**config.mk**
```make
export PLATFORM = sky130hd
export DESIGN_NAME = regfile_wb_arbiter_flat
export DESIGN_NICKNAME = d
export VERILOG_FILES = /design/src/rtl/regfile_wb_arbiter_pkg.sv /design/src/rtl/regfile_wb_arbiter_if.sv /design/src/rtl/regfile_scoreboard.sv /design/src/rtl/regfile_wb_arbiter.sv /design/src/flat_wrapper.sv
export SDC_FILE = /design/constraint.sdc
export NUM_CORES = 1
export LEC_CHECK = 0
export CORE_MARGIN = 3
export CORE_UTILIZATION = 25
export CTS_CLUSTER_SIZE = 16
export DETAILED_ROUTE_END_ITERATION = 8
export DONT_BUFFER_PORTS = 1
export PLACE_DENSITY_LB_ADDON = 0.12
export SETUP_SLACK_MARGIN = 0.02
export SYNTH_ARGS = -nofsm -noshare
export SYNTH_HDL_FRONTEND = slang
export SYNTH_SLANG_ARGS = --single-unit
```
**constraint.sdc**
```tcl
create_clock -name clock -period 2.2 [get_ports clock]
set_input_delay 0.44 -clock clock [delete_from_list [all_inputs] [get_ports clock]]
set_output_delay 0.44 -clock clock [all_outputs]
set_load 0.05 [all_outputs]
```
**src/rtl/regfile_wb_arbiter_pkg.sv**
```systemverilog
// Shared types and constants for the register file writeback arbiter.
// Holds the FSM state enum, the data width and the register index width.
package regfile_wb_arbiter_pkg;

    localparam int XLEN  = 64;
    localparam int REG_W = 5;

    typedef enum logic {
        WBA_NORMAL,
        WBA_FORCE
    } wba_state_e;

endpackage

```
**src/rtl/regfile_wb_arbiter_if.sv**
```systemverilog
// Writeback request, MDU request, decode query and register file port bundle.
// The master side is the WB stage/MDU/decode; the slave side is the arbiter.
interface regfile_wb_arbiter_if #(
    parameter int XLEN = regfile_wb_arbiter_pkg::XLEN
);
    import regfile_wb_arbiter_pkg::*;

    logic             pipe_valid_i;
    logic             pipe_ready_o;
    logic [REG_W-1:0] pipe_rd_i;
    logic [XLEN-1:0]  pipe_wdata_i;

    logic             mdu_valid_i;
    logic             mdu_ready_o;
    logic [REG_W-1:0] mdu_rd_i;
    logic [XLEN-1:0]  mdu_wdata_i;

    logic             mdu_issue_i;
    logic [REG_W-1:0] mdu_issue_rd_i;
    logic [REG_W-1:0] rs1_i;
    logic [REG_W-1:0] rs2_i;
    logic             rs1_busy_o;
    logic             rs2_busy_o;

    logic             rf_wen_o;
    logic [REG_W-1:0] rf_rd_o;
    logic [XLEN-1:0]  rf_wdata_o;

    modport master (
        output pipe_valid_i, pipe_rd_i, pipe_wdata_i,
        output mdu_valid_i, mdu_rd_i, mdu_wdata_i,
        output mdu_issue_i, mdu_issue_rd_i, rs1_i, rs2_i,
        input  pipe_ready_o, mdu_ready_o,
        input  rs1_busy_o, rs2_busy_o,
        input  rf_wen_o, rf_rd_o, rf_wdata_o
    );

    modport slave (
        input  pipe_valid_i, pipe_rd_i, pipe_wdata_i,
        input  mdu_valid_i, mdu_rd_i, mdu_wdata_i,
        input  mdu_issue_i, mdu_issue_rd_i, rs1_i, rs2_i,
        output pipe_ready_o, mdu_ready_o,
        output rs1_busy_o, rs2_busy_o,
        output rf_wen_o, rf_rd_o, rf_wdata_o
    );

endinterface

```
**src/rtl/regfile_scoreboard.sv**
```systemverilog
// Busy bit per architectural register with an MDU result outstanding.
// x0 is never busy; a set and clear of the same index in one cycle leaves it set.
module regfile_scoreboard
    import regfile_wb_arbiter_pkg::*;
(
    input  logic             clock,
    input  logic             reset,
    input  logic             set_en,
    input  logic [REG_W-1:0] set_idx,
    input  logic             clr_en,
    input  logic [REG_W-1:0] clr_idx,
    input  logic [REG_W-1:0] rs1,
    input  logic [REG_W-1:0] rs2,
    output logic             rs1_busy,
    output logic             rs2_busy
);

    localparam int NREG = 1 << REG_W;

    logic [NREG-1:0] busy_q;
    logic [NREG-1:0] busy_n;

    always_comb begin
        busy_n = busy_q;
        if (clr_en)
            busy_n[clr_idx] = 1'b0;
        if (set_en)
            busy_n[set_idx] = 1'b1;
        busy_n[0] = 1'b0;
    end

    always_ff @(posedge clock or posedge reset) begin
        if (reset)
            busy_q <= '0;
        else
            busy_q <= busy_n;
    end

    assign rs1_busy = busy_q[rs1];
    assign rs2_busy = busy_q[rs2];

endmodule

```
**src/rtl/regfile_wb_arbiter.sv**
```systemverilog
// Register file write port arbiter: WB stage priority, MDU anti-starvation.
// Define REGFILE_WB_SCOREBOARD_EN to add the MDU pending-result scoreboard.
module regfile_wb_arbiter #(
    parameter int XLEN       = regfile_wb_arbiter_pkg::XLEN,
    parameter int STARVE_MAX = 4
) (
    input logic                clock,
    input logic                reset,
    regfile_wb_arbiter_if.slave bus
);
    import regfile_wb_arbiter_pkg::*;

    localparam int CNT_W = $clog2(STARVE_MAX + 1);
    localparam logic [CNT_W-1:0] CNT_MAX = CNT_W'(STARVE_MAX);

    wba_state_e       state_q;
    wba_state_e       state_n;
    logic [CNT_W-1:0] cnt_q;
    logic [CNT_W-1:0] cnt_n;
    logic             pipe_grant;
    logic             mdu_grant;
    logic             wen_q;
    logic [REG_W-1:0] rd_q;
    logic [XLEN-1:0]  wdata_q;

    assign bus.pipe_ready_o = (state_q == WBA_NORMAL);
    assign bus.mdu_ready_o  = (state_q == WBA_FORCE) || !bus.pipe_valid_i;

    assign pipe_grant = bus.pipe_valid_i && bus.pipe_ready_o;
    assign mdu_grant  = bus.mdu_valid_i && bus.mdu_ready_o;

    always_comb begin
        cnt_n   = cnt_q;
        state_n = state_q;
        if (!bus.mdu_valid_i || mdu_grant)
            cnt_n = '0;
        else if (cnt_q != CNT_MAX)
            cnt_n = cnt_q + CNT_W'(1);
        unique case (state_q)
            WBA_NORMAL: if (cnt_n == CNT_MAX) state_n = WBA_FORCE;
            WBA_FORCE:  if (mdu_grant || !bus.mdu_valid_i) state_n = WBA_NORMAL;
            default:    state_n = WBA_NORMAL;
        endcase
    end

    always_ff @(posedge clock or posedge reset) begin
        if (reset) begin
            state_q <= WBA_NORMAL;
            cnt_q   <= '0;
        end else begin
            state_q <= state_n;
            cnt_q   <= cnt_n;
        end
    end

    // Grants are mutually exclusive; x0 requests handshake without a write.
    always_ff @(posedge clock or posedge reset) begin
        if (reset) begin
            wen_q   <= 1'b0;
            rd_q    <= '0;
            wdata_q <= '0;
        end else begin
            wen_q <= 1'b0;
            if (pipe_grant) begin
                wen_q   <= |bus.pipe_rd_i;
                rd_q    <= bus.pipe_rd_i;
                wdata_q <= bus.pipe_wdata_i;
            end else if (mdu_grant) begin
                wen_q   <= |bus.mdu_rd_i;
                rd_q    <= bus.mdu_rd_i;
                wdata_q <= bus.mdu_wdata_i;
            end
        end
    end

    assign bus.rf_wen_o   = wen_q;
    assign bus.rf_rd_o    = rd_q;
    assign bus.rf_wdata_o = wdata_q;

`ifdef REGFILE_WB_SCOREBOARD_EN
    regfile_scoreboard u_scoreboard (
        .clock    (clock),
        .reset    (reset),
        .set_en   (bus.mdu_issue_i && (|bus.mdu_issue_rd_i)),
        .set_idx  (bus.mdu_issue_rd_i),
        .clr_en   (mdu_grant),
        .clr_idx  (bus.mdu_rd_i),
        .rs1      (bus.rs1_i),
        .rs2      (bus.rs2_i),
        .rs1_busy (bus.rs1_busy_o),
        .rs2_busy (bus.rs2_busy_o)
    );
`else
    logic unused_sb;
    assign unused_sb = ^{bus.mdu_issue_i, bus.mdu_issue_rd_i, bus.rs1_i, bus.rs2_i};
    assign bus.rs1_busy_o = 1'b0;
    assign bus.rs2_busy_o = 1'b0;
`endif

endmodule

```
**src/flat_wrapper.sv**
```systemverilog
// flat-port wrapper written by rule: the top's interface ports become plain ports
module regfile_wb_arbiter_flat import regfile_wb_arbiter_pkg::*;
#(
    parameter int XLEN       = regfile_wb_arbiter_pkg::XLEN,
    parameter int STARVE_MAX = 4
)
  (clock, reset, bus_pipe_valid_i, bus_pipe_rd_i, bus_pipe_wdata_i, bus_mdu_valid_i, bus_mdu_rd_i, bus_mdu_wdata_i, bus_mdu_issue_i, bus_mdu_issue_rd_i, bus_rs1_i, bus_rs2_i, bus_pipe_ready_o, bus_mdu_ready_o, bus_rs1_busy_o, bus_rs2_busy_o, bus_rf_wen_o, bus_rf_rd_o, bus_rf_wdata_o);
  regfile_wb_arbiter_if #(.XLEN(XLEN)) bus_i ();
  input logic clock;
  input logic reset;
  input wire logic [$bits(bus_i.pipe_valid_i)-1:0] bus_pipe_valid_i;
  input wire logic [$bits(bus_i.pipe_rd_i)-1:0] bus_pipe_rd_i;
  input wire logic [$bits(bus_i.pipe_wdata_i)-1:0] bus_pipe_wdata_i;
  input wire logic [$bits(bus_i.mdu_valid_i)-1:0] bus_mdu_valid_i;
  input wire logic [$bits(bus_i.mdu_rd_i)-1:0] bus_mdu_rd_i;
  input wire logic [$bits(bus_i.mdu_wdata_i)-1:0] bus_mdu_wdata_i;
  input wire logic [$bits(bus_i.mdu_issue_i)-1:0] bus_mdu_issue_i;
  input wire logic [$bits(bus_i.mdu_issue_rd_i)-1:0] bus_mdu_issue_rd_i;
  input wire logic [$bits(bus_i.rs1_i)-1:0] bus_rs1_i;
  input wire logic [$bits(bus_i.rs2_i)-1:0] bus_rs2_i;
  output wire logic [$bits(bus_i.pipe_ready_o)-1:0] bus_pipe_ready_o;
  output wire logic [$bits(bus_i.mdu_ready_o)-1:0] bus_mdu_ready_o;
  output wire logic [$bits(bus_i.rs1_busy_o)-1:0] bus_rs1_busy_o;
  output wire logic [$bits(bus_i.rs2_busy_o)-1:0] bus_rs2_busy_o;
  output wire logic [$bits(bus_i.rf_wen_o)-1:0] bus_rf_wen_o;
  output wire logic [$bits(bus_i.rf_rd_o)-1:0] bus_rf_rd_o;
  output wire logic [$bits(bus_i.rf_wdata_o)-1:0] bus_rf_wdata_o;
  assign bus_i.pipe_valid_i = bus_pipe_valid_i;
  assign bus_i.pipe_rd_i = bus_pipe_rd_i;
  assign bus_i.pipe_wdata_i = bus_pipe_wdata_i;
  assign bus_i.mdu_valid_i = bus_mdu_valid_i;
  assign bus_i.mdu_rd_i = bus_mdu_rd_i;
  assign bus_i.mdu_wdata_i = bus_mdu_wdata_i;
  assign bus_i.mdu_issue_i = bus_mdu_issue_i;
  assign bus_i.mdu_issue_rd_i = bus_mdu_issue_rd_i;
  assign bus_i.rs1_i = bus_rs1_i;
  assign bus_i.rs2_i = bus_rs2_i;
  assign bus_pipe_ready_o = bus_i.pipe_ready_o;
  assign bus_mdu_ready_o = bus_i.mdu_ready_o;
  assign bus_rs1_busy_o = bus_i.rs1_busy_o;
  assign bus_rs2_busy_o = bus_i.rs2_busy_o;
  assign bus_rf_wen_o = bus_i.rf_wen_o;
  assign bus_rf_rd_o = bus_i.rf_rd_o;
  assign bus_rf_wdata_o = bus_i.rf_wdata_o;
  regfile_wb_arbiter #(.XLEN(XLEN), .STARVE_MAX(STARVE_MAX)) u_core (.clock(clock), .reset(reset), .bus(bus_i));
endmodule
```
Word level (Yosys, flattened, before mapping)
Index checks and enable logic that the tools add are counted.
- add/subtract/negate cells: 1
- equal/unequal tests: 2
- mux-type cells: 11
- reduce and logical (&&, ||, !) cells: 9
- bitwise gates (word level): 1
- operator list (kind ; number):
    $mux W64 ; 2
    $mux W5 ; 2
    $reduce_or A5 Y1 ; 2
    $mux W3 ; 2
    $mux W1 ; 4
    $add A3 B1 Y3 const B ; 1
    $eq A3 B3 Y1 const B ; 1
    $ne A3 B3 Y1 const B ; 1
    $logic_and A1 B1 Y1 ; 2
    $logic_not A1 Y1 ; 2
    $logic_or A1 B1 Y1 ; 2
    $pmux W1 S2 ; 1
    $reduce_bool A2 Y1 ; 1
    $not A1 Y1 ; 1
- flip-flop bits (word level): 74
- bits of input ports: 158

Depth between registers and ports, before layout
- word-level depth: 8
- gate-level depth with buffers: 6
- gate-level depth less buffers: 5

Worst setup path before layout
No wires, ideal clock.
- kind: input to output
- from: in bus_pipe_valid_i
- to: out bus_mdu_ready_o
- arrival time: 1.268 ns
- stages: 5
- setup slack: 0.492 ns
- cell sequence: nor2b_2 buf_6 buf_6 buf_6 inv_1
- word-level cells in the longest chain between the ends: 2
- RTL lines (what ; line ; RTL):
    from (decl) ; flat_wrapper.sv:11 ; input wire logic [$bits(bus_i.pipe_valid_i)-1:0] bus_pipe_valid_i;
    $logic_not A1 Y1 ; regfile_wb_arbiter.sv:27 ; assign bus.mdu_ready_o = (state_q == WBA_FORCE) || !bus.pipe_valid_i;
    $logic_or A1 B1 Y1 ; regfile_wb_arbiter.sv:27 ;
    to (decl) ; flat_wrapper.sv:22 ; output wire logic [$bits(bus_i.mdu_ready_o)-1:0] bus_mdu_ready_o;
No other way between the ends.

Worst setup path in the final report
- from: reg u_core.state_q
- to: out bus_mdu_ready_o
- word-level cells in the longest chain between the ends: 1
- RTL lines (what ; line ; RTL):
    from (decl) ; regfile_wb_arbiter.sv:16 ; wba_state_e state_q;
    from (signal assigned) ; regfile_wb_arbiter.sv:51 ; state_q <= state_n;
    $logic_or A1 B1 Y1 ; regfile_wb_arbiter.sv:27 ;
No other way between the ends.

==> metrics.md <==
| Metric | Value |
|---|---|
| Post-route DRC | 0 |
| Nets | 480 |
| Number of buffers inserted to repair setup after CTS | 0 |
| Required time of the critical path | 1.76 ns |
| Total negative slack for setup checks | 0 ns |
| Number of clock buffers inserted by TritonCTS | 9 |
| Path depth of the worst reg2reg path | 4 |
| Mapped Avg Cell Area | 10.63 um2 |
| Root buffer cell | sky130_fd_sc_hd__clkbuf_16 |
| Core region area | 0.01345 mm2 |
| DRT antenna net count | 0 |
| Worst setup path class | reg -> out |
| IO buf count | 0 |
| Final cycle utilization of the critical path | 71.43% |
| Antenna cells | 0 |
| Leakage | between 1.5 and 2 nW |
| Fraction of power spent switching nets | 31.40% |
| Final HPWL from detailed placement | around 6 mm |
| Setup clock skew after layout | 0.003204 ns |
| Starting Density | between 20% and 30% |
| Clock tree from TritonCTS | built |
| Arrival @ worst endpoint | 1.13 ns |
| Final critical path time including I/O delays and setup | 1.571 ns |
| R2r startpoint | u_core.state_q |
| Final Hold Viols | 0 |
| Status | finished, final reports clean |
| Vias after detailed routing | 2293 |
| Pin count of the biggest net entering global routing | 75 |
| Commonest cells after routing, fill and taps aside | sky130_fd_sc_hd__dfrtp_1 (74), sky130_fd_sc_hd__nand2_1 (70), sky130_fd_sc_hd__mux2i_1 (69) |
| Cell-internal power | 2.602 mW |
| Maximum root-to-sink buffer count | 2 |
| Post-synthesis share of cell area spent on xor and xnor gates | less than 1% |
| Row cnt | 42 |
| Number of search-and-repair iterations in the first detailed-routing pass | 4 |
| Antenna violations before repair | 0 |
| Clock Pin Slew Worst Setup and Hold Paths | 0.05 ns |
| Count of unique library cells instantiated by Yosys | 21 |
| Clock latency at the later pin of the worst-skew pair | 0.33 ns |
| Clock Sink Count | 74 |
| Congestion Overflow GR | 0 |
| Count of H-tree levels built during CTS | 3 |
| Proportion of power drawn by combinational gates | 7.3% |
| Main combinational cell family by area after synthesis | multiplexers |
| Synth Area in Compound Gates | 10.63% |
| Violation count after the first detailed-routing iteration | 69 |
| Final slew viol count | 0 |
| Vias in the first global route | 2400 |
| Wire length of the first global-routing pass | about 13 mm |
| Worst slack, placed | 0.6907 ns |
| Count of yosys warnings during synthesis | 0 |
| Total of max-cap violations | 0 |
| Height of the die | 124.3 um |
| Post-Route WL | 7.896 mm |
| Layout cell share with drive strength beyond 1 | 6.462% |
| Commonest non-fill, non-tap cell in the layout | sky130_fd_sc_hd__dfrtp_1 |
| Hold Path Class | in -> async |
| Sequential fraction of design power | between 50% and 60% |
| Synth Instances | roughly 330 |
| Power per standard cell area | 977.1 mW/mm2 |
| Rel. slew slack | 60.26% |
| Boundary pin count | around 230 |
| Synthesized-area fraction occupied by adder cells | 0.7158% |
| Sequential share of the synthesized area | 52.97% |
| Number of gates given a new drive strength after cts | 0 |
| RD Place Congestion | 0.6855 |
| Unrepaired setup endpoints after global routing | false |
| Critical Path Start Type | register |
| Endpoint of the worst-slack reg-to-reg timing path | u_core.state_q |
| Relative contribution of the clock network to total power | roughly 40% |
| Worst-case setup margin in the final layout | 0.6286 ns |
| DIE AREA | 0.01544 mm2 |
| Routed wire length per instance | 15.76 um |
| Setup crit end kind | output port |
| Slew of the pin with the lowest slew margin | between 0.5 and 0.6 ns |
| Share of synthesized area spent on multiplexers | roughly a fifth |
| Width of the die | 124.3 um |
| Worst hold-check slack | 0.1060 ns |
| Worst vdd ir | between 0.2 and 0.3 mV |
| Vias per cell | roughly 4.6 |
| Synth-to-layout area growth | 11.06% |
| All-Layer GR Usage | 10.14% |
| Hold-fix buffers at CTS | 0 |
| Maximum fanout count along the critical path | 4 |
| Flops & latches, synth | 74 |
| Final Setup Violations | 0 |
| Switch Pwr | 1.191 mW |
| Maximum achievable frequency | 636.4 MHz |
| Area share of and/or/nand/nor cells after synthesis | 9.270% |
| Area of the mapped netlist | 0.003496 mm2 |
| Worst reg-to-reg setup slack | 0.75 ns |
cell usage after synthesis, drive strengths merged:
master | count | area share (%)
dfrtp | 74 | 53
and3 | 2 | 0.36
o2111a | 1 | 0.32
mux2i | 69 | 20
nand3b | 1 | 0.21
xnor2 | 1 | 0.25
o21ai | 72 | 10
buf | 19 | 5.0
and4bb | 1 | 0.36
nand2 | 70 | 7.5
conb | 1 | 0.11
inv | 5 | 0.54
or4 | 2 | 0.43
nor2b | 1 | 0.25
nand3 | 1 | 0.14
ha | 2 | 0.72
clkbuf | 7 | 0.79
registers in the layout, summed over array words and instances, names as in the netlist:
signal,count
u_core.bus.rf_rd_o,5
u_core.bus.rf_wdata_o,64
u_core.bus.rf_wen_o,1
u_core.cnt_q,3
u_core.state_q,1
metrics by stage:
stage | cells | cell area [um2] | power (mW) | utilization, %
after floorplan | 330 | 3503 | 2.282 | -
after global placement | 485 | 3565 | 2.311 | 26.50
after detailed placement | 485 | 3565 | 2.308 | 26.50
after CTS | 501 | 3882 | 3.882 | 28.86
after global routing | 501 | 3882 | 3.980 | 28.86
final | 501 | 3882 | 3.794 | 28.86
cells by family after synthesis:
kind of cell | Yosys count
mux | 69
buf+inv | 31
compound gates | 73
fa+ha+maj | 2
xor+xnor | 1
flops | 74
other cells | 1
simple gates | 78
power groups by stage:
stage / registers (mW) / clock network, mW / logic, mW
6_report: 2.00 / 1.52 / 0.275
5_1_grt: 2.01 / 1.65 / 0.324
4_1_cts: 2.00 / 1.60 / 0.284
3_5_place_dp: 2.02 / 0 / 0.286
3_3_place_gp: 2.03 / 0 / 0.281
2_1_floorplan: 1.99 / 0 / 0.292
area by class of cell:
class                   instances  area [um2]
inverters                       5       22.52
flip-flops and latches         74        1852
clock buffers                  15       287.8
repair buffers                  5       37.54
clock inverters                 1       30.03
well taps                     176       220.2
multi-input cells             225        1433
fillers                      1442        9570
critical path, cell delays in order (launching register included):
cell and delay, ns:
sky130_fd_sc_hd__dfrtp_1 0.41, sky130_fd_sc_hd__nor2b_4 0.16, sky130_fd_sc_hd__inv_1 0.23
how the worst max path moves through the flow:
stage                            endpoint        startpoint  slack, ns
after floorplan           bus_mdu_ready_o  bus_pipe_valid_i       0.49
after global placement     u_core.state_q  bus_pipe_valid_i       0.70
after detailed placement   u_core.state_q  bus_pipe_valid_i       0.69
after CTS                 bus_mdu_ready_o    u_core.state_q       0.58
after global routing      bus_mdu_ready_o    u_core.state_q       0.54
final                     bus_mdu_ready_o    u_core.state_q       0.63
per-layer routing:
metal	vias up	part of all wire, %	track usage [%]	routed length [um]
li1	1106	-	-	-
met1	1041	39	10.94	3042
met2	136	49	16.51	3897
met3	10	10	5.017	815
met4	0	1.8	5.029	140
met5	-	0	0	0
(Power assumes the default switching activity.)
